==> config.mk <==
export PLATFORM = sky130hd
export DESIGN_NAME = sync_fifo_flat
export DESIGN_NICKNAME = d
export VERILOG_FILES = /design/src/rtl/sync_fifo_if.sv /design/src/rtl/sync_fifo.sv /design/src/flat_wrapper.sv
export SDC_FILE = /design/constraint.sdc
export NUM_CORES = 1
export LEC_CHECK = 0
export ABC_AREA = 1
export ABC_CLOCK_PERIOD_IN_PS = 2800
export BUFFER_PORTS_ARGS = -buffer_cell sky130_fd_sc_hd__buf_2
export CORE_AREA = 2 2 107 109
export DETAILED_ROUTE_END_ITERATION = 10
export DIE_AREA = 0 0 109 111
export PLACE_DENSITY = 0.79
export SYNTH_ARGS = -nofsm -noshare
export SYNTH_HDL_FRONTEND = slang
export SYNTH_SLANG_ARGS = --single-unit
==> constraint.sdc <==
create_clock -name clk_i -period 2.8 [get_ports clk_i]
set_input_delay 0.14 -clock clk_i [delete_from_list [all_inputs] [get_ports clk_i]]
set_output_delay 0.14 -clock clk_i [all_outputs]
set_load 0.02 [all_outputs]
==> src/rtl/sync_fifo_if.sv <==
`default_nettype none
// +----------------------------------------------------------------------------+
// | sync_fifo_if : producer/consumer handshake bundle for sync_fifo.           |
// | FIFO_COUNT_EN adds the count_o occupancy signal.                           |
// | Rev 1.0                                                                    |
// +----------------------------------------------------------------------------+
interface sync_fifo_if #(
  parameter int WIDTH     = 8,
  parameter int PTR_WIDTH = 4
);
  logic             wr_en_i;
  logic [WIDTH-1:0] wdata_i;
  logic             full_o;
  logic             wr_error_o;
  logic             rd_en_i;
  logic [WIDTH-1:0] rdata_o;
  logic             empty_o;
  logic             rd_error_o;
`ifdef FIFO_COUNT_EN
  logic [PTR_WIDTH:0] count_o;

  modport slave (
    input  wr_en_i, wdata_i, rd_en_i,
    output full_o, wr_error_o, rdata_o, empty_o, rd_error_o, count_o
  );
  modport master (
    output wr_en_i, wdata_i, rd_en_i,
    input  full_o, wr_error_o, rdata_o, empty_o, rd_error_o, count_o
  );
`else
  modport slave (
    input  wr_en_i, wdata_i, rd_en_i,
    output full_o, wr_error_o, rdata_o, empty_o, rd_error_o
  );
  modport master (
    output wr_en_i, wdata_i, rd_en_i,
    input  full_o, wr_error_o, rdata_o, empty_o, rd_error_o
  );
`endif
endinterface
`default_nettype wire

==> src/rtl/sync_fifo.sv <==
`default_nettype none
// +----------------------------------------------------------------------------+
// | sync_fifo : single-clock FIFO with registered read data and error pulses.  |
// | Optional macro FIFO_COUNT_EN exposes occupancy on count_o.                 |
// | Rev 1.0                                                                    |
// +----------------------------------------------------------------------------+
module sync_fifo #(
  parameter int DEPTH     = 16,
  parameter int WIDTH     = 8,
  parameter int PTR_WIDTH = 4
) (
  input  logic       clk_i,
  input  logic       rst_ni,
  sync_fifo_if.slave bus
);

  logic [PTR_WIDTH:0] wr_ptr_q, wr_ptr_d;
  logic [PTR_WIDTH:0] rd_ptr_q, rd_ptr_d;
  logic [WIDTH-1:0]   rdata_q, rdata_d;
  logic               wr_error_q, wr_error_d;
  logic               rd_error_q, rd_error_d;
  logic [WIDTH-1:0]   mem_q [DEPTH];

  logic empty;
  logic full;
  logic wr_accept;
  logic rd_accept;

  // MSB is the wrap toggle: equal lower bits with differing toggles means full
  assign empty = (wr_ptr_q == rd_ptr_q);
  assign full  = (wr_ptr_q[PTR_WIDTH] != rd_ptr_q[PTR_WIDTH]) &&
                 (wr_ptr_q[PTR_WIDTH-1:0] == rd_ptr_q[PTR_WIDTH-1:0]);

  always_comb begin
    wr_accept  = bus.wr_en_i && !full;
    rd_accept  = bus.rd_en_i && !empty;
    wr_ptr_d   = wr_ptr_q;
    rd_ptr_d   = rd_ptr_q;
    rdata_d    = rdata_q;
    wr_error_d = bus.wr_en_i && full;
    rd_error_d = bus.rd_en_i && empty;
    if (wr_accept) begin
      wr_ptr_d = wr_ptr_q + 1'b1;
    end
    if (rd_accept) begin
      rd_ptr_d = rd_ptr_q + 1'b1;
      rdata_d  = mem_q[rd_ptr_q[PTR_WIDTH-1:0]];
    end
  end

  always_ff @(posedge clk_i or negedge rst_ni) begin
    if (!rst_ni) begin
      wr_ptr_q   <= '0;
      rd_ptr_q   <= '0;
      rdata_q    <= '0;
      wr_error_q <= 1'b0;
      rd_error_q <= 1'b0;
    end else begin
      wr_ptr_q   <= wr_ptr_d;
      rd_ptr_q   <= rd_ptr_d;
      rdata_q    <= rdata_d;
      wr_error_q <= wr_error_d;
      rd_error_q <= rd_error_d;
    end
  end

  // Storage is deliberately left out of reset
  always_ff @(posedge clk_i) begin
    if (wr_accept) begin
      mem_q[wr_ptr_q[PTR_WIDTH-1:0]] <= bus.wdata_i;
    end
  end

  assign bus.full_o     = full;
  assign bus.empty_o    = empty;
  assign bus.rdata_o    = rdata_q;
  assign bus.wr_error_o = wr_error_q;
  assign bus.rd_error_o = rd_error_q;

`ifdef FIFO_COUNT_EN
  assign bus.count_o = wr_ptr_q - rd_ptr_q;
`endif

endmodule
`default_nettype wire

==> src/flat_wrapper.sv <==
// flat-port wrapper written by rule: the top's interface ports become plain ports
module sync_fifo_flat 
#(
  parameter int DEPTH     = 16,
  parameter int WIDTH     = 8,
  parameter int PTR_WIDTH = 4
)
  (clk_i, rst_ni, bus_wr_en_i, bus_wdata_i, bus_rd_en_i, bus_full_o, bus_wr_error_o, bus_rdata_o, bus_empty_o, bus_rd_error_o);
  sync_fifo_if #(.WIDTH(WIDTH), .PTR_WIDTH(PTR_WIDTH)) bus_i ();
  input  logic clk_i;
  input  logic rst_ni;
  input wire logic [$bits(bus_i.wr_en_i)-1:0] bus_wr_en_i;
  input wire logic [$bits(bus_i.wdata_i)-1:0] bus_wdata_i;
  input wire logic [$bits(bus_i.rd_en_i)-1:0] bus_rd_en_i;
  output wire logic [$bits(bus_i.full_o)-1:0] bus_full_o;
  output wire logic [$bits(bus_i.wr_error_o)-1:0] bus_wr_error_o;
  output wire logic [$bits(bus_i.rdata_o)-1:0] bus_rdata_o;
  output wire logic [$bits(bus_i.empty_o)-1:0] bus_empty_o;
  output wire logic [$bits(bus_i.rd_error_o)-1:0] bus_rd_error_o;
  assign bus_i.wr_en_i = bus_wr_en_i;
  assign bus_i.wdata_i = bus_wdata_i;
  assign bus_i.rd_en_i = bus_rd_en_i;
  assign bus_full_o = bus_i.full_o;
  assign bus_wr_error_o = bus_i.wr_error_o;
  assign bus_rdata_o = bus_i.rdata_o;
  assign bus_empty_o = bus_i.empty_o;
  assign bus_rd_error_o = bus_i.rd_error_o;
  sync_fifo #(.DEPTH(DEPTH), .WIDTH(WIDTH), .PTR_WIDTH(PTR_WIDTH)) u_core (.clk_i(clk_i), .rst_ni(rst_ni), .bus(bus_i));
endmodule
==> flow_summary.ini <==
[finish]
stdcell_count = 885
drive_gt1_share_pct = 11.7
antenna_cells = 0
nets = 746
area_delta_synth_final_pct = 13.5

[clock_network]
post_cts_resized = 0
h-tree-depth = 4
clock_sinks = 148
cts-root-buf = clkbuf_16
clk_latency_ns = 0.42
clkSlewWorstSetupHoldPaths_ns = 0.06
clockBufferDepth = 2
cts_tree = built
cts_buffers = 17

[pwr]
powerDensity_nw_per_um2 = 998
clkPwrFrac_pct = 29.0
vdd_drop_max_v = 0.000707
p_int_w = 0.00474
power_frac_comb_pct = 32.5
power_leakage_nw = 3.55
switchingPower_w = 0.00283
swShare_pct = 37.4
pwr-share-seq_pct = 38.4

[logic_synthesis]
syn-instance-count = 691
synth_top_area_share_pct = 57.5
ys.flop_type = edfxtp_1
syn-cell-area_sq_um = 6690
synth_top_cell_by_area = edfxtp_1
syn_avg_cell_area_sq_um = 9.68
ys_seq_area_share_pct = 65.0
yosys.cell_count.top_type = nand2_1
netlist_top_cells_count = 251 x nand2_1, 135 x inv_1, 128 x edfxtp_1, 83 x nand3_1, 20 x dfrtp_1
synth-edff-count = 128
synth-seq-cells = 148
synthTopCellsByArea = edfxtp_1 57%, nand2_1 14%, inv_1 7.6%
async_flop_share_pct = 13.5
yosysUniqueCellTypes = 22
synth_fp_nets = 708
yosysWarnings = 0

[timing]
fmax_mhz = 470
skew_ns = 0.00911
min_period_ns = 2.13
tns_ns = 0
slew_viol_final = 0
rsz0062_at_grt = false
finalCritPeriodShare_pct = 75.9
worst_slew_pin_slew_ns = 0.662
finalHoldViolations = 0
setup_violations = 0
slew_headroom_pct = 55.9

[hold_path]
hp-class = primary input to register

[run_status]
status = complete, no violations

[worst_setup_path]
crit_path_end_kind = register
path_class = register to register
critical_path.startpoint_type = register
cp_max_fo = 26
crit_arrival_ns = 2.26
required_ns = 2.93

[grt]
overflow = 0
grt_max_degree = 68
grt_pass1_vias = 4622
antenna_found_initial = 0
grtUsageTotal_pct = 27.8
grt_pass1_wl_um = 24100

[floorplanning]
io-pin-count = 24
core_area_sq_um = 11100
dieArea_sq_um = 12100
rows = 39
start_util_pct = 60.4
die_height_um = 111
die_w_um = 109

[run]
maxCapViolCount = 0

[place]
numPortBuffers = 23
gp_congestion = 0.869
dp_hpwl_um = 9620
dp_cells = 850

[drt]
drt-initial-drc-count = 512
wl_um = 15200
drc_errors = 0
wire_per_inst_um = 17.2
antenna_left = 0
via_count = 4764
firstDrtPassIters = 6
vias_per_cell = 5.38
## final timing paths
check                      slack [ns]  cells after the start                                end                              start
min reg2reg                      0.47                      2  u_core.bus.rdata_o[0]$_DFFE_PN0P_  u_core.bus.rdata_o[0]$_DFFE_PN0P_
max                              0.67                      9       u_core.mem_q[5][7]$_DFFE_PP_     u_core.rd_ptr_q[0]$_DFFE_PN0P_
min                              0.16                      1      u_core.mem_q[13][0]$_DFFE_PP_                     bus_wdata_i[0]
max in group asynchronous        2.25                      2     u_core.rd_ptr_q[0]$_DFFE_PN0P_                             rst_ni
max reg2reg                      0.67                      9       u_core.mem_q[5][7]$_DFFE_PP_     u_core.rd_ptr_q[0]$_DFFE_PN0P_
min in group asynchronous        0.21                      2  u_core.bus.rdata_o[7]$_DFFE_PN0P_                             rst_ni
## critical path, cell delays in order, from the launching register on
cell     delay [ns]
dfrtp_2        0.42
inv_2          0.33
nand2_1        0.11
nand2_1        0.12
nor2_4         0.06
nand3_2        0.10
nand2_2        0.11
buf_4          0.21
nor3_1         0.19
buf_4          0.21
## cells by family (layout without fill, tap and decap cells)
family	after synthesis	in the layout	synth area share, %
adders and majority gates	5	5	0.936
and+or+nand+nor	359	359	22.4
buffers and inverters	167	218	10.1
DFF	148	148	65.0
xor gates and xnor gates	10	10	1.42
AOI/OAI and AO/OA	2	2	0.150
## area by class of cell
| class | instances | area (sq um) |
|---|---|---|
| Clock inverter | 12 | 113 |
| Multi-Input combinational cell | 376 | 1670 |
| Sequential cell | 148 | 4350 |
| Fill cell | 772 | 3490 |
| Inverter | 140 | 526 |
| Tap cell | 143 | 179 |
| Timing Repair Buffer | 46 | 295 |
| Clock buffer | 20 | 468 |
## flip-flops by register name (all words and copies together), names as in the netlist
name,count
u_core.mem_q,128
u_core.bus.rdata_o,8
u_core.rd_ptr_q,5
u_core.wr_ptr_q,5
u_core.bus.rd_error_o,1
u_core.bus.wr_error_o,1
## metrics by stage
stage / hold WS [ns] / utilization (%) / power (W) / setup slack (ns) / cell area, sq um
CTS: 0.164 / 68.5 / 0.00756 / 0.676 / 7590
floorplan: -0.156 / - / 0.00468 / 0.729 / 6690
global placement: 0.0979 / 63.0 / 0.00529 / 0.775 / 6980
finish: 0.164 / 68.5 / 0.00757 / 0.674 / 7590
detailed placement: 0.112 / 63.0 / 0.00534 / 0.690 / 6980
global route: 0.167 / 68.5 / 0.00800 / 0.484 / 7590
## power by group through the flow
stage               Combinational (W)  Clock (W)  Sequential (W)
floorplan                     0.00174          0         0.00294
global placement              0.00236          0         0.00293
detailed placement            0.00240          0         0.00294
CTS                           0.00244    0.00222         0.00290
global route                  0.00274    0.00232         0.00294
finish                        0.00246    0.00220         0.00291
## per-layer routing
| layer | wire length [um] | GRT usage [%] |
|---|---|---|
| met3 | 1410 | 6.58 |
| met4 | 572 | 13.2 |
| met2 | 7500 | 43.4 |
| met5 | 0 | 0 |
| met1 | 5740 | 36.8 |
## placed cells by master (no fill, tap or decap), drive strengths merged
cell type    instances
edfxtp             128
buf                 43
nand2              253
o21ai                2
xor2                 5
xnor2                5
clkinv               3
dlygate4sd3          3
nor3                15
nor2                 6
nand3               85
ha                   5
inv                148
clkbuf              20
bufinv               1
dfrtp               20
## timing repair
item | 4_1_cts | 5_1_grt
setup buffers | 0 | 0
hold buffers | 3 | 0
hold endpoints to repair | 22 | 0
Note: power is estimated with default switching activity, not from simulation.
